<file path="src/rtl/tcdm_initiator_port.sv">
`default_nettype none
// tcdm_initiator_port: core valid/ready -> TCDM req/gnt adapter with credit-bounded response FIFO.
// Rev 1.0
module tcdm_initiator_port #(
  parameter int unsigned AddrWidth      = 32,
  parameter int unsigned DataWidth      = 32,
  parameter int unsigned BeWidth        = DataWidth / 8,
  parameter bit          WriteRespOn    = 1'b1,
  parameter int unsigned MaxOutstanding = 4
) (
  input  logic                 clk_i,
  input  logic                 rst_ni,
  input  logic                 core_req_valid_i,
  output logic                 core_req_ready_o,
  input  logic [AddrWidth-1:0] core_add_i,
  input  logic                 core_wen_i,
  input  logic [DataWidth-1:0] core_wdata_i,
  input  logic [BeWidth-1:0]   core_be_i,
  output logic                 core_resp_valid_o,
  input  logic                 core_resp_ready_i,
  output logic [DataWidth-1:0] core_resp_rdata_o,
  output logic                 req_o,
  output logic [AddrWidth-1:0] add_o,
  output logic                 wen_o,
  output logic [DataWidth-1:0] wdata_o,
  output logic [BeWidth-1:0]   be_o,
  input  logic                 gnt_i,
  input  logic                 vld_i,
  input  logic [DataWidth-1:0] rdata_i,
  output logic                 err_o
);

  localparam int unsigned CntWidth = $clog2(MaxOutstanding) + 1;
  localparam int unsigned PtrWidth = $clog2(MaxOutstanding);
  localparam logic [CntWidth-1:0] MaxCnt = CntWidth'(MaxOutstanding);
  localparam logic [CntWidth-1:0] CntOne = CntWidth'(1);
  localparam logic [PtrWidth-1:0] PtrOne = PtrWidth'(1);

  logic [CntWidth-1:0]  credits;
  logic [CntWidth-1:0]  pending;
  logic [CntWidth-1:0]  fifo_cnt;
  logic [PtrWidth-1:0]  wr_ptr;
  logic [PtrWidth-1:0]  rd_ptr;
  logic [DataWidth-1:0] fifo_mem [MaxOutstanding];

  logic in_needs_resp;
  logic held_needs_resp;
  logic accept;
  logic granted;
  logic pop;
  logic push;
  logic fifo_full;
  logic stale;
  logic drop_full;

  assign in_needs_resp   = ~core_wen_i | WriteRespOn;
  assign held_needs_resp = ~wen_o | WriteRespOn;

  // Register can reload in the grant cycle, so ready looks through gnt_i.
  assign core_req_ready_o = (~req_o | gnt_i) & ((credits < MaxCnt) | ~in_needs_resp);
  assign accept           = core_req_valid_i & core_req_ready_o;
  assign granted          = req_o & gnt_i;

  assign core_resp_valid_o = (fifo_cnt != '0);
  assign core_resp_rdata_o = fifo_mem[rd_ptr];
  assign pop               = core_resp_valid_o & core_resp_ready_i;
  assign fifo_full         = (fifo_cnt == MaxCnt);

  // A response with nothing granted-but-unanswered can only be stale.
  assign stale     = vld_i & (pending == '0);
  assign push      = vld_i & ~stale & (~fifo_full | pop);
  assign drop_full = vld_i & ~stale & fifo_full & ~pop;

  always_ff @(posedge clk_i or negedge rst_ni) begin
    if (!rst_ni) begin
      req_o   <= 1'b0;
      add_o   <= '0;
      wen_o   <= 1'b0;
      wdata_o <= '0;
      be_o    <= '0;
    end else if (accept) begin
      req_o   <= 1'b1;
      add_o   <= core_add_i;
      wen_o   <= core_wen_i;
      wdata_o <= core_wdata_i;
      be_o    <= core_be_i;
    end else if (granted) begin
      req_o   <= 1'b0;
    end
  end

  always_ff @(posedge clk_i or negedge rst_ni) begin
    if (!rst_ni) begin
      credits <= '0;
    end else begin
      case ({accept & in_needs_resp, pop})
        2'b10:   credits <= credits + CntOne;
        2'b01:   credits <= credits - CntOne;
        default: credits <= credits;
      endcase
    end
  end

  // Granted-but-unanswered count; dropped-on-full responses still retire their slot.
  always_ff @(posedge clk_i or negedge rst_ni) begin
    if (!rst_ni) begin
      pending <= '0;
    end else begin
      case ({granted & held_needs_resp, vld_i & ~stale})
        2'b10:   pending <= pending + CntOne;
        2'b01:   pending <= pending - CntOne;
        default: pending <= pending;
      endcase
    end
  end

  always_ff @(posedge clk_i or negedge rst_ni) begin
    if (!rst_ni) begin
      fifo_cnt <= '0;
      wr_ptr   <= '0;
      rd_ptr   <= '0;
    end else begin
      if (push) wr_ptr <= wr_ptr + PtrOne;
      if (pop)  rd_ptr <= rd_ptr + PtrOne;
      case ({push, pop})
        2'b10:   fifo_cnt <= fifo_cnt + CntOne;
        2'b01:   fifo_cnt <= fifo_cnt - CntOne;
        default: fifo_cnt <= fifo_cnt;
      endcase
    end
  end

  always_ff @(posedge clk_i) begin
    if (push) fifo_mem[wr_ptr] <= rdata_i;
  end

  always_ff @(posedge clk_i or negedge rst_ni) begin
    if (!rst_ni) begin
      err_o <= 1'b0;
    end else if (stale | drop_full) begin
      err_o <= 1'b1;
    end
  end

endmodule
`default_nettype wire
</file>
<file path="config.mk">
export PLATFORM = sky130hd
export DESIGN_NAME = tcdm_initiator_port
export DESIGN_NICKNAME = d
export VERILOG_FILES = /design/src/rtl/tcdm_initiator_port.sv
export SDC_FILE = /design/constraint.sdc
export NUM_CORES = 1
export LEC_CHECK = 0
export ABC_CLOCK_PERIOD_IN_PS = 1900
export CORE_MARGIN = 2
export CORE_UTILIZATION = 44
export DETAILED_ROUTE_END_ITERATION = 10
export GPL_TIMING_DRIVEN = 0
export HOLD_SLACK_MARGIN = 0.1
export PLACE_DENSITY = 0.77
export SKIP_CTS_REPAIR_TIMING = 1
export SLEW_MARGIN = 10
export SYNTH_ARGS = -nofsm -noshare
export SYNTH_HDL_FRONTEND = slang
export SYNTH_SLANG_ARGS = --single-unit
</file>
<file path="constraint.sdc">
create_clock -name clk_i -period 1.9 [get_ports clk_i]
set_input_delay 0.57 -clock clk_i [delete_from_list [all_inputs] [get_ports clk_i]]
set_output_delay 0.57 -clock clk_i [all_outputs]
set_load 0.005 [all_outputs]
</file>
==> summary.md, run 1 <==
| Metric | Value |
|---|---|
| Status | `complete, but fails checks` |
| Failing checks | `negative setup slack` |
| H-tree lvl count | `1` |
| Worst min path class | `in2reg` |
| CTS Buffer Depth | `3` |
| Final worst slack | `-759 ps` |
| Syn Nets | `~520` |
| # DRC | `0` |
| Worst r2r path cells | `7` |
| Hold_ws | `422 ps` |
| Synth top area cells | `edfxtp_1 48%, dfrtp_1 26%, mux2_2 9.6%` |
| Ant. Diodes | `0` |
| Switching Fraction | `0.288` |
| Vias/cell | `5.17` |
| Max Fanout on Critical Path | `4` |
| Int Pwr | `13.1 mW` |
| GRT Residual Overflow | `0` |
| Seq cells post-synth | `212` |
| Initial Utilization | `0.449` |
| Worst-Skew Late Latency | `510 ps` |
| Max cap viols | `0` |
| Drt first pass iters | `4` |
| CTS root buf | `clkbuf_16` |
| Final Max Tran Viols | `0` |
| LEAKAGE | `5.11 nW` |
| WS Path Type | `reg2out` |
| Setup TNS | `-18800 ps` |
| Vias in the first global route | `5092` |
| Register area share after synthesis | `0.737` |
| Rel. slew slack | `0.720` |
| Drt initial violations | `224` |
| Power share of the sequential group | `0.388` |
| Hold Path Stages | `3` |
| Post-synth top area cell | `edfxtp_1` |
| Crit path launch type | `flip-flop` |
| Cts bufs inserted | `23` |
| CTS tree | `built` |
| Aggregate routed wire length | `18900 µm` |
| Routed len/inst | `20.5 µm` |
| Synthesis Warnings | `0` |
| Final hold viol count | `0` |
| Layout cells sized above 1 | `0.371` |
| Die footprint | `19400 µm²` |
| Min cycle time layout | `2660 ps` |
| Synthesized area | `8070 µm²` |
| Final Power | `18.4 mW` |
| IO buf count | `210` |
| Post-DP HPWL | `11900 µm` |
| Top Ports | `212` |
| Yosys top cell area share | `0.476` |
| Crit path DAT | `2090 ps` |
| Setup WS pre-CTS | `-923 ps` |
| Core Region | `18000 µm²` |
| Critical path capture point type | `output port` |
| Rows | `49` |
| Initial antenna violation count | `1` |
| RSZ-0062 raised after global routing | `yes` |
| Post-Synthesis Cells | `between 400 and 500` |
| DR vias | `about 4800` |
| Sequential cell area | `5950 µm²` |
| Layout Utilization | `0.659` |
| Gate power share | `0.398` |
| Max frequency | `0.376 GHz` |
| Sw Pwr | `5.31 mW` |
| Crit share post-route | `1.40` |
| Setup Skew | `22.2 ps` |
| Placer Congestion | `0.761` |
| First-pass GRT wire length | `between 20000 and 30000 µm` |
| Final net count | `roughly 800` |
| Multi-input gate area | `2130 µm²` |
| Clock transition at path regs | `60 ps` |
| Post-synthesis cell type count | `32` |
| Area grow syn2layout | `46.7%` |
| Cell Pwr Density | `1560 nW/µm²` |
| Worst-margin pin slew | `420 ps` |
| Clk pwr share | `0.214` |
| Horiz. Die Dim | `139 µm` |
| Syn avg cell area | `20.0 µm²` |
| # setup viols final | `38` |
| Peak VDD IR | `1150 µV` |
| Largest net degree at the start of global routing | `between 50 and 60` |
| Filler instances | `1221` |
| Die Span Y | `between 100 and 150 µm` |
| ANT nets after route | `0` |
| Total track usage | `0.177` |
| Req. time, crit path | `1330 ps` |
| # clock sinks | `212` |
[routing by layer]
layer | wire [µm] | GRT usage | share of wire
met1 | 7010 | 0.218 | 0.37
met2 | 9770 | 0.302 | 0.52
met3 | 1820 | 0.0616 | 0.096
met4 | 331 | 0.0420 | 0.017
met5 | 0 | 0 | 0
[state kept, by name, summed over array words and instances (netlist names)]
signal and count:
fifo_cnt 3, credits 3, fifo_mem 128, pending 3, req_o 1, wr_ptr 2, wen_o 1, wdata_o 32
be_o 4, rd_ptr 2, add_o 32, err_o 1
[cells by family after synthesis]
group / synth area share
xor+xnor: 0.0119
buf+inv: 0.0186
fa+ha+maj: 0.0167
flops: 0.737
simple gates: 0.0158
compound gates: 0.0124
mux: 0.188
[path summary, 6_finish.rpt]
check                                            start                      end  slack [ps]
max in group asynchronous                       rst_ni    add_o[22]$_DFFE_PN0P_         740
worst max register to register  pending[1]$_DFFE_PN0P_  fifo_cnt[2]$_DFFE_PN0P_        -290
min in group asynchronous                       rst_ni    add_o[15]$_DFFE_PN0P_         550
worst max-delay path             rd_ptr[0]$_DFFE_PN0N_    core_resp_rdata_o[24]        -760
worst min register to register       err_o$_DFFE_PN0P_        err_o$_DFFE_PN0P_         470
worst min-delay path                             vld_i        err_o$_DFFE_PN0P_         420
[per-stage QoR]
step | std cells | instance area [µm²]
finish | 924 | 11800
global placement | 842 | 10600
global route | 924 | 11800
floorplan | 403 | 8190
detailed placement | 843 | 10600
CTS | 884 | 11300
[power by group through the flow]
stage | clock [mW] | combinational [mW] | sequential [mW]
2_1_floorplan | 0 | 3.17 | 7.12
3_3_place_gp | 0 | 6.70 | 7.11
3_5_place_dp | 0 | 6.84 | 7.20
4_1_cts | 4.06 | 6.88 | 7.15
5_1_grt | 4.25 | 7.84 | 7.30
6_report | 3.95 | 7.33 | 7.14
[cell usage after synthesis, drive strengths merged]
cell type,n
mux4,32
a22oi,1
dfrtp,84
and2,6
nand2,6
a21o,2
or3,2
a31oi,2
nor2,3
buf,13
nor4,1
xor2,5
nor3,1
clkbuf,5
inv,13
a21oi,1
nand3,2
mux2,69
o2111ai,1
nor4b,1
xnor2,6
nand2b,1
o31ai,1
fa,3
o211ai,2
ha,6
or2b,1
o21ai,3
edfxtp,128
mux2i,2
[cell usage in the layout, fill, tap and decap left out, drive strengths merged, types with 2 or more instances in the layout]
master and n:
edfxtp 128, clkdlybuf4s50 101, dfrtp 84, dlymetal6s2s 75, mux2 69, clkbuf 66, buf 53, mux4 32
inv 14, and2 10, clkinv 8, xnor2 6, nand2 6, ha 6, xor2 5, fa 3
o21ai 3, nor2 3, or3 2, mux2i 2, o211ai 2, nand3 2, a21o 2, a31oi 2
[final cells by class]
class | count | area share
Sequential cell | 212 | 0.503
Timing Repair Buffer | 251 | 0.218
Clock buffer | 31 | 0.0511
Buffer | 14 | 0.0142
Multi-Input combinational cell | 164 | 0.180
Tap cell | 229 | 0.0242
Clock inverter | 10 | 0.00497
Inverter | 13 | 0.00560
[worst max-delay path, stage by stage (launching register included)]
cell,delay [ps]
dfrtp_1,390
buf_8,140
buf_6,120
buf_6,110
clkbuf_16,150
buf_8,120
mux4_2,450
buf_6,140
Power figures use the tool's default switching activity.
==> run 2, diff against run 1 <==
--- a/config.mk
+++ b/config.mk
@@ -5,9 +5,9 @@
 export SDC_FILE = /design/constraint.sdc
 export NUM_CORES = 1
 export LEC_CHECK = 0
-export ABC_CLOCK_PERIOD_IN_PS = 1900
 export CORE_MARGIN = 2
 export CORE_UTILIZATION = 44
+export CTS_CLUSTER_DIAMETER = 80
 export DETAILED_ROUTE_END_ITERATION = 10
 export GPL_TIMING_DRIVEN = 0
 export HOLD_SLACK_MARGIN = 0.1
==> results of run 2 <==
No change in the layout: final DEF, timing and power equal those of run 1.
==> run 3, diff against run 2 <==
--- a/config.mk
+++ b/config.mk
@@ -5,6 +5,7 @@
 export SDC_FILE = /design/constraint.sdc
 export NUM_CORES = 1
 export LEC_CHECK = 0
+export CORE_ASPECT_RATIO = 0.5
 export CORE_MARGIN = 2
 export CORE_UTILIZATION = 44
 export CTS_CLUSTER_DIAMETER = 80
==> summary.md, run 3 (synthesis results as in run 1) <==
| Metric | Value |
|---|---|
| Design area | `11700 µm² (-1.3%)` |
| Drt first pass iters | `4 (unchanged)` |
| Routed len/inst | `20.2 µm (-1.2%)` |
| CP peak stage delay | `530 ps (+80 ps)` |
| Crit-path cells | `buf_8 -> buf_6 -> buf_12 -> mux4_2 -> clkbuf_2` |
| Final net count | `785 (-1.3%)` |
| H-tree lvl count | `1 (unchanged)` |
| Layout cells sized above 1 | `0.351 (-0.0203)` |
| Worst min path class | `in2async` |
| Die footprint | `19500 µm² (+0.34%)` |
| Clock transition at path regs | `70 ps (about the same)` |
| Top flop regs | `fifo_mem x128, add_o x32, wdata_o x32` |
| Post-DP HPWL | `11400 µm (-3.9%)` |
| Max frequency | `0.403 GHz (+7.2%)` |
| Crit path DAT | `1910 ps (-180 ps)` |
| Critical path's slowest cell | `mux4_2` |
| GRT Residual Overflow | `0 (unchanged)` |
| WS Path Type | `reg2out` |
| Crit share post-route | `1.31 (-0.0939)` |
| Critical path capture point type | `output port` |
| DR vias | `4696 (-1.7%)` |
| Rel. slew slack | `0.600 (-0.120)` |
| CTS tree | `built` |
| Cell Pwr Density | `1530 nW/µm² (-1.5%)` |
| Final worst slack | `-580 ps (+178 ps)` |
| Largest net degree at the start of global routing | `45 (-21%)` |
| ANT nets after route | `0 (unchanged)` |
| DP Cell Count | `848 (+0.59%)` |
| Most common cell after layout, fill and taps aside | `edfxtp_1` |
| Non-Filler Instances | `915 (-0.97%)` |
| Final hold viol count | `0 (unchanged)` |
| Max Fanout on Critical Path | `5 (+1)` |
| Setup Skew | `8.29 ps (-13.9 ps)` |
| Cell Area, Placed | `10600 µm² (about the same)` |
| Ant. Diodes | `0 (unchanged)` |
| Min cycle time layout | `2480 ps (-178 ps)` |
| Initial antenna violation count | `0 (-1)` |
| Setup WS pre-CTS | `-912 ps (+11.8 ps)` |
| Peak VDD IR | `762 µV (-34%)` |
| Layout Utilization | `0.662 (+0.00275)` |
| # clock sinks | `212 (unchanged)` |
| CTS Buffer Depth | `3 (unchanged)` |
| Reg2reg setup slack | `-90 ps (+200 ps)` |
| Total track usage | `0.176 (-0.00120)` |
| Top Ports | `212 (unchanged)` |
| # setup viols final | `35 (-7.9%)` |
| First-pass GRT wire length | `26500 µm (-2.8%)` |
| LEAKAGE | `5.04 nW (-1.5%)` |
| Hold_ws | `79.2 ps (-343 ps)` |
| Worst r2r path cells | `7 (unchanged)` |
| Vias in the first global route | `4868 (-4.4%)` |
| R2R Path Start | `fifo_cnt[1]$_DFFE_PN0P_` |
| Req. time, crit path | `1330 ps (about the same)` |
| Aggregate routed wire length | `18500 µm (-2.2%)` |
| CTS root buf | `clkbuf_16` |
| Rows | `34 (-31%)` |
| Initial Utilization | `0.457 (+0.00787)` |
| Placer Congestion | `0.716 (-6.0%)` |
| Worst-Skew Late Latency | `480 ps (-30 ps)` |
| Worst-margin pin slew | `601 ps (+180 ps)` |
| Die Span Y | `99.8 µm (-28%)` |
| Stages on the worst setup path | `5 (-2)` |
| Failing checks | `negative setup slack` |
| Status | `complete, but fails checks` |
| Drt initial violations | `164 (-27%)` |
| # DRC | `0 (unchanged)` |
| Crit path launch type | `flip-flop` |
| RSZ-0062 raised after global routing | `yes` |
| Worst path top cell family by delay | `multiplexers` |
| Final Max Tran Viols | `0 (unchanged)` |
| Horiz. Die Dim | `196 µm (+40%)` |
| Max cap viols | `0 (unchanged)` |
| Reg2reg end | `fifo_cnt[1]$_DFFE_PN0P_` |
| Largest register by flop count | `fifo_mem` |
| Most frequent cells in the layout | `128 x edfxtp_1, 102 x clkdlybuf4s50_1, 81 x dfrtp_1` |
| Cts bufs inserted | `19 (-17%)` |
| IO buf count | `210 (unchanged)` |
| Max FFs per register | `128 (unchanged)` |
| Worst path buffer plus inverter count | `4 (-2)` |
| Core Region | `17700 µm² (-1.7%)` |
| Area grow syn2layout | `44.8%` |
| Vias/cell | `5.13 (-0.73%)` |
run 3: cell types whose count changed in the layout (fill, tap and decap cells not counted), sizes merged:
cell	previous run	this run
clkdlybuf4s50	101	102
bufinv	0	2
clkbuf	66	60
dlygate4sd3	1	0
buf	53	46
dlymetal6s2s	75	74
clkinvlp	1	0
clkinv	8	7
run 3: power by group:
group	leakage, nW	switching, mW	internal [mW]
logic	2.59	2.82	4.28
clock network	0.290	1.62	2.12
registers	2.15	0.651	6.43
total	5.04	5.09	12.8
run 3: worst max path at each step:
stage,to,slack [ps],startpoint
finish,core_resp_rdata_o[18],-580,rd_ptr[0]$_DFFE_PN0N_
global route,core_resp_rdata_o[18],-640,rd_ptr[0]$_DFFE_PN0N_
CTS,core_resp_rdata_o[18],-1270,rd_ptr[1]$_DFFE_PN0N_
detailed placement,credits[2]$_DFFE_PN0P_,-910,gnt_i
global placement,add_o[12]$_DFFE_PN0P_,-2910,rst_ni
floorplan,fifo_cnt[2]$_DFFE_PN0P_,-200,core_resp_ready_i
run 3: per-layer routing:
metal	track usage	part of all wire	vias up
li1	-	-	2080
met1	0.222	0.42	2439
met2	0.297	0.49	144
met3	0.0591	0.068	33
met4	0.0435	0.023	0
met5	0	0	-
run 3: layout make-up:
type                    count  area [µm²]
fillers                  1177        5970
flip-flops and latches    212        5950
repair buffers            245        2520
multi-input cells         164        2100
clock buffers              23         490
well taps                 234         293
plain buffers              14         168
clock inverters            10        98.8
inverters                  13        66.3
run 3: worst register-to-register path, delay by kind of cell, from the launching register on:
| family | cells | cell delay, ps |
|---|---|---|
| AOI/OAI and AO/OA | 3 | 410 |
| adders and majority gates | 1 | 430 |
| DFF | 1 | 440 |
| and+or+nand+nor | 3 | 640 |
run 3: per-stage QoR:
step | setup TNS (ps) | total power, mW
2_1_floorplan | -533 | 10.3
3_3_place_gp | -389630 | 13.8
3_5_place_dp | -153530 | 14.0
4_1_cts | -72850 | 17.8
5_1_grt | -20080 | 18.9
6_report | -17710 | 17.9
